[config.mk]
export PLATFORM = sky130hd
export DESIGN_NAME = freq_div_meas
export DESIGN_NICKNAME = d
export VERILOG_FILES = /design/src/rtl/freq_div_meas.sv
export SDC_FILE = /design/constraint.sdc
export NUM_CORES = 1
export LEC_CHECK = 0
export ABC_AREA = 1
export BUFFER_PORTS_ARGS = -buffer_cell sky130_fd_sc_hd__buf_2
export CAP_MARGIN = 20
export CORE_MARGIN = 2
export CORE_UTILIZATION = 30
export CTS_CLUSTER_SIZE = 20
export DETAILED_ROUTE_END_ITERATION = 8
export MAX_ROUTING_LAYER = met4
export PLACE_DENSITY_LB_ADDON = 0.1
export REMOVE_ABC_BUFFERS = 1
export SYNTH_ARGS = -nofsm -noshare
export SYNTH_HDL_FRONTEND = slang
export SYNTH_SLANG_ARGS = --single-unit
[constraint.sdc]
create_clock -name clk -period 2.1 [get_ports clk]
set_input_delay 0.21 -clock clk [delete_from_list [all_inputs] [get_ports clk]]
set_output_delay 0.21 -clock clk [all_outputs]
set_load 0.05 [all_outputs]
[src/rtl/freq_div_meas.sv]
// Measures period and high time of a slow clock-like input in clk cycles.
// Define FREQ_DIV_MEAS_SYNC_EN to insert a two-flop input synchronizer.
module freq_div_meas #(
    parameter int CNT_W = 8
) (
    input  logic             clk,
    input  logic             reset,
    input  logic             sig_in,
    output logic [CNT_W-1:0] period,
    output logic [CNT_W-1:0] high_time,
    output logic             valid,
    output logic             locked,
    output logic             ovf
);

    localparam logic [CNT_W-1:0] CNT_ONE = CNT_W'(1);
    localparam logic [CNT_W-1:0] CNT_MAX = '1;

    typedef enum logic [1:0] {
        IDLE,
        MEAS,
        OVF
    } state_t;

    state_t           state_q, state_d;
    logic [CNT_W-1:0] cnt_q, cnt_d;
    logic [CNT_W-1:0] hi_cap_q, hi_cap_d;
    logic [CNT_W-1:0] period_d, high_time_d;
    logic             valid_d, locked_d, ovf_d;
    logic             cmp_ok_q, cmp_ok_d;
    logic             s, s_prev;
    logic             rise, fall;

`ifdef FREQ_DIV_MEAS_SYNC_EN
    logic [1:0] sync_q;

    always_ff @(posedge clk) begin
        if (reset) begin
            sync_q <= '0;
        end else begin
            sync_q <= {sync_q[0], sig_in};
        end
    end

    assign s = sync_q[1];
`else
    assign s = sig_in;
`endif

    assign rise = s & ~s_prev;
    assign fall = ~s & s_prev;

    // cmp_ok marks that a previous measurement exists to compare against
    always_comb begin
        state_d     = state_q;
        cnt_d       = cnt_q;
        hi_cap_d    = hi_cap_q;
        period_d    = period;
        high_time_d = high_time;
        valid_d     = 1'b0;
        locked_d    = locked;
        ovf_d       = ovf;
        cmp_ok_d    = cmp_ok_q;
        unique case (state_q)
            IDLE: begin
                cnt_d = CNT_ONE;
                if (rise) begin
                    state_d  = MEAS;
                    cmp_ok_d = 1'b0;
                end
            end
            MEAS: begin
                if (rise) begin
                    period_d    = cnt_q;
                    high_time_d = hi_cap_q;
                    valid_d     = 1'b1;
                    locked_d    = cmp_ok_q && (cnt_q == period)
                                  && (hi_cap_q == high_time);
                    cmp_ok_d    = 1'b1;
                    cnt_d       = CNT_ONE;
                end else if (cnt_q == CNT_MAX) begin
                    state_d  = OVF;
                    ovf_d    = 1'b1;
                    locked_d = 1'b0;
                end else begin
                    cnt_d = cnt_q + CNT_ONE;
                    if (fall) begin
                        hi_cap_d = cnt_q;
                    end
                end
            end
            OVF: begin
                if (rise) begin
                    state_d  = MEAS;
                    cnt_d    = CNT_ONE;
                    ovf_d    = 1'b0;
                    cmp_ok_d = 1'b0;
                end
            end
            default: begin
                state_d = IDLE;
                cnt_d   = CNT_ONE;
            end
        endcase
    end

    always_ff @(posedge clk) begin
        if (reset) begin
            state_q   <= IDLE;
            cnt_q     <= CNT_ONE;
            hi_cap_q  <= '0;
            s_prev    <= 1'b0;
            period    <= '0;
            high_time <= '0;
            valid     <= 1'b0;
            locked    <= 1'b0;
            ovf       <= 1'b0;
            cmp_ok_q  <= 1'b0;
        end else begin
            state_q   <= state_d;
            cnt_q     <= cnt_d;
            hi_cap_q  <= hi_cap_d;
            s_prev    <= s;
            period    <= period_d;
            high_time <= high_time_d;
            valid     <= valid_d;
            locked    <= locked_d;
            ovf       <= ovf_d;
            cmp_ok_q  <= cmp_ok_d;
        end
    end

endmodule

==> results.toml, run 1 <==
[sta]
clock_skew_ns = 0.00321
tns_ns = 0
setup_violations = 0
hold_ws_ns = 0.153
period_needed_ns = 1.65
rsz0062_at_grt = "no"
max_freq_ghz = 0.607
fin_crit_sh_pct = 78.4
slew_headroom_pct = 73.3
hold_viol_final = 0
worst_pin_slew_ns = 0.398
drv_slew = 0
setup_ws_ns = 0.453

[finish]
drive_above_1_share_pct = 18.8
area_growth_pct = 13.8
nets = 279
final_area_um2 = 2110
final_cell_mix = "50 x nand2_1, 39 x dfxtp_1, 34 x o21ai_0"
final_common_cell = "nand2_1"
instances_no_fill = 351
n_antenna_cell = 0

[power_and_ir_drop]
ir_worst_vdd_mv = 0.219
pwr_density_cell_nw_per_um2 = 701
leakagePower_nw = 0.933

[clock_tree]
cts_setup_buffers = 0
cts_tree = "done"
clk_latency_ns = 0.29
cts_buffer_depth = 2
clk_pin_slew_worst_paths_ns = 0.07
root_buffer = "clkbuf_8"
cts.sinks = 39
cts-hold-fix-buffers = 0
cts_resized = 0
cts_max_level = 2
cts_made_buffers = 5

[die]
dieArea_um2 = 6820
die_x_um = 82.6
die_y_um = 82.6
core.rowCount = 28
initial_utilization_pct = 31.1
coreArea_um2 = 5960
ios = 22

[route]
first_pass_iters = 4
postRouteAntennaNets = 0
detail_route.wl_per_cell_um = 12.3
drc = 0
vias = 1582
drt_iter0_markers = 78
routed_wirelength_mm = 4.33
drt-vias-per-instance = 4.51

[worst_setup_path]
cp-end-kind = "flip-flop"
cpPeakStageDelay_ns = 0.48
cp.required_ns = 2.32
critical_path_class = "flip-flop to flip-flop"
crit_arrival_ns = 1.87
r2r-start = "cnt_q[1]"
r2r_cells = 7
crit_slowest_cell = "dfxtp_1"
crit_path_end = "hi_cap_q[3]"
worst-path-stages = 7
path_delay_family = "simple AND/OR/NAND/NOR gates"
startpoint = "cnt_q[1]"
r2r_end = "hi_cap_q[3]"
ff2ff_setup_slack_ns = 0.45
crit_buf_inv = 0
path_cells = "ha_1 -> nand3_2 -> nor2_8 -> nand2_4 -> nand3b_4 -> o21ai_0 -> a21oi_1"
cp-start-kind = "flip-flop"
cp_max_fo = 16

[job]
max_cap_violations = 0

[global_routing]
grt_overflow_total = 0
grt_pass1_vias = 1442
grt_max_degree = 27
antenna_found_initial = 0
grt_pass1_wl_mm = 7.06
grt_usage_pct = 14.4

[placement]
place_area_um2 = 2030
hpwl_mm = 3.11
placedCellCount = 343
port_buffers = 21
place_congestion = 0.753
place_ws_ns = 0.451

[synthesis]
syn_avg_cell_area_um2 = 7.35
synth_top_cell_by_area = "dfxtp_1"
synthCells = 252
synth_edf_count = 0
synth_area_um2 = 1850
ys_warn_count = 0
ys_types = 27
synth_top_cell_area_share_pct = 42.2
synth_area_leaders = "dfxtp_1 42%, nand2_1 10%, o21ai_0 9.2%, a21oi_1 7.6%, inv_1 6.7%"
synthFlopType = "dfxtp_1"
synth-seq-cells = 39
ys_seq_area_share_pct = 42.2
async_flop_share_pct = 0

[worst_hold_path]
hold_path.class = "input port to flip-flop"

[run_status]
status = "completed"
==> synth_stat cells, types with 3 or more instances <==
cell and n:
nor2_2 3, nor2_1 20, a21oi_1 28, nand2_4 3, a21oi_2 3, dfxtp_1 39, o21ai_0 34, nand2_1 50
inv_2 4, buf_2 5, xor2_1 4, inv_1 33, nand3_1 7
==> metal layers <==
| layer | share of wire, % | global-route usage (%) | routed length, um |
|---|---|---|---|
| met3 | 3.6 | 3.37 | 155 |
| met2 | 43 | 21.0 | 1860 |
| met4 | 1.4 | 4.92 | 59 |
| met1 | 52 | 19.4 | 2250 |
| met5 | 0 | - | 0 |
==> sequential cells by signal, summed over array words and instances, names as in the netlist <==
signal and count:
locked 1, s_prev 1, hi_cap_q 8, state_q 2, period 8, ovf 1
valid 1, high_time 8, cmp_ok_q 1, cnt_q 8
==> stage by stage <==
step / utilization (%) / total power, mW
after CTS: 35.4 / 1.51
after global routing: 35.4 / 1.56
after detailed placement: 34.0 / 1.00
after global placement: 34.0 / 1.00
after floorplan: - / 0.952
final: 35.4 / 1.48
==> worst reg2reg max path, delay by kind of cell (launching register included) <==
kind / cells / cell delay [ns]
AND/OR/NAND/NOR: 4 / 0.61
AO/OA/AOI/OAI: 2 / 0.26
adder cells (fa/ha/maj): 1 / 0.25
flip-flops: 1 / 0.48
==> area by class of cell <==
type / count / area, um^2
clock buffers: 7 / 76.3
clock inverters: 1 / 5.00
fillers: 638 / 3850
inverters: 37 / 139
multi-input cells: 168 / 885
flip-flops and latches: 39 / 781
well taps: 75 / 93.8
repair buffers: 24 / 128
==> power by group <==
part	switching (mW)	internal, mW
Combinational	0.143	0.0539
Sequential	0.0218	0.766
Clock	0.260	0.233
==> how the worst min path moves through the flow <==
stage / start / to / slack, ns / depth (start not counted)
after global placement: sig_in / s_prev / 0.45 / 3
after global routing: sig_in / s_prev / 0.18 / 3
after floorplan: reset / state_q[1] / 0.28 / 1
final: sig_in / s_prev / 0.15 / 3
after detailed placement: ovf / ovf / 0.46 / 2
after CTS: sig_in / s_prev / 0.15 / 3
==> cells by family after synthesis <==
group           synth area share (%)
fa+ha+maj                      0.676
xor+xnor                        1.89
simple gates                    25.7
buf+inv                         10.1
compound gates                  19.5
flops                           42.2
Note: power is estimated with default switching activity, not from simulation.
==> run 2, diff against run 1 <==
==> constraint.sdc (replaced) <==
create_clock -name clk -period 1.45 [get_ports clk]
set_input_delay 0.145 -clock clk [delete_from_list [all_inputs] [get_ports clk]]
set_output_delay 0.145 -clock clk [all_outputs]
set_load 0.05 [all_outputs]
==> run 2 against run 1 <==
Effect of this change: sequential power grew 45%; combinational power is 58% higher; die area is the same.
==> results.toml, run 2 (same netlist as run 1, synthesis figures left out) <==
[run_status]
status = "completed"

[clock_tree]
cts.sinks = 39
clk_pin_slew_worst_paths_ns = 0.07
cts-hold-fix-buffers = 0
cts_made_buffers = 5
cts_tree = "done"
cts_buffer_depth = 2
root_buffer = "clkbuf_8"
clk_latency_ns = 0.29
cts_max_level = 2

[placement]
placedCellCount = 350
place_ws_ns = -0.0290
hpwl_mm = 3.13
port_buffers = 21
place_congestion = 0.769

[die]
initial_utilization_pct = 31.1
die_y_um = 82.6
coreArea_um2 = 5960
die_x_um = 82.6
dieArea_um2 = 6820
ios = 22
core.rowCount = 28

[route]
drt-vias-per-instance = 4.46
first_pass_iters = 4
drc = 0
detail_route.wl_per_cell_um = 12.5
vias = 1628
routed_wirelength_mm = 4.56
drt_iter0_markers = 111
postRouteAntennaNets = 0

[worst_hold_path]
hold_path.class = "input port to flip-flop"
worstHoldStart = "sig_in"

[worst_setup_path]
r2r-start = "cnt_q[0]"
cp-end-kind = "flip-flop"
cp.required_ns = 1.63
crit_arrival_ns = 1.51
critical_path_class = "flip-flop to flip-flop"
cp-start-kind = "flip-flop"
startpoint = "cnt_q[0]"
cp_max_fo = 7

[sta]
hold_viol_final = 0
worst_pin_slew_ns = 0.287
tns_ns = 0
rsz0062_at_grt = "no"
setup_ws_ns = 0.116
fin_crit_sh_pct = 92.0
max_freq_ghz = 0.750
drv_slew = 0
setup_violations = 0
slew_headroom_pct = 80.9
period_needed_ns = 1.33
clock_skew_ns = 0.00827

[global_routing]
grt_pass1_wl_mm = 7.04
grt_max_degree = 27
grt_usage_pct = 14.3
grt_overflow_total = 0
grt_pass1_vias = 1518
antenna_found_initial = 0

[finish]
instances_no_fill = 365
n_antenna_cell = 0
nets = 293
final_cell_mix = "50 x nand2_1, 34 x dfxtp_1, 33 x inv_1, 33 x o21ai_0, 28 x a21oi_1"
final_common_cell = "nand2_1"
area_growth_pct = 21.8
n_fill_cell = 674
drive_above_1_share_pct = 25.2

[power_and_ir_drop]
pwr_density_cell_nw_per_um2 = 963
finalPower_mw = 2.17
leakagePower_nw = 1.01
ir_worst_vdd_mv = 0.325

[job]
max_cap_violations = 0
==> run 2: changes by cell type in the layout (fill, tap and decap cells not counted), sizes merged <==
cell	before	now
nand3b	1	2
buf	24	36
nand2	54	55
==> run 2: timing repair <==
item,CTS,global route
pin swaps,0,2
gates cloned,0,2
buffers inserted,0,5
setup endpoints to repair,1,15
gates resized for setup,1,9
==> run 2: path summary, 6_finish.rpt <==
path              endpoint  slack [ns]  depth (start not counted)
setup / recovery  cnt_q[4]        0.12                          8
hold / removal      s_prev        0.09                          3
setup reg to reg  cnt_q[4]        0.12                          8
hold reg to reg        ovf        0.47                          2
==> run 2: layer usage <==
layer / vias up / GRT usage (%) / wire length, um / share of wire (%)
li1: 885 / - / - / -
met1: 714 / 18.1 / 2330 / 51
met2: 25 / 22.8 / 2050 / 45
met3: 4 / 3.70 / 152 / 3.3
met4: 0 / 3.44 / 31 / 0.68
met5: - / - / 0 / 0
==> run 2: critical path, stage by stage, from the launching register on <==
cell	delay [ns]
dfxtp_2	0.36
ha_4	0.15
nand3_4	0.11
nor2_8	0.16
nand3_4	0.13
nand2_4	0.13
o21ai_0	0.08
nand2_1	0.06
nor2_1	0.04
==> run 2: cell type report <==
type,instances,area [um^2],area share (%)
clock buffer,7,76.3,3.38
clock inverter,1,5.00,0.222
inverter,37,139,6.16
multi-input combinational,170,925,41.0
sequential,39,787,34.9
tap,75,93.8,4.16
timing repair buffer,36,230,10.2
==> run 2: power by group <==
part           internal (mW)  switching [mW]
Clock                  0.338           0.384
Sequential              1.11          0.0286
Combinational         0.0927           0.220
==> run 2: per-stage QoR <==
step / utilization, % / hold WS, ns / area, um^2
6_report: 37.9 / 0.0893 / 2260
5_1_grt: 37.9 / 0.117 / 2260
4_1_cts: 36.3 / 0.0792 / 2160
3_5_place_dp: 34.9 / 0.384 / 2080
3_3_place_gp: 34.9 / 0.380 / 2080
2_1_floorplan: - / 0.213 / 1800
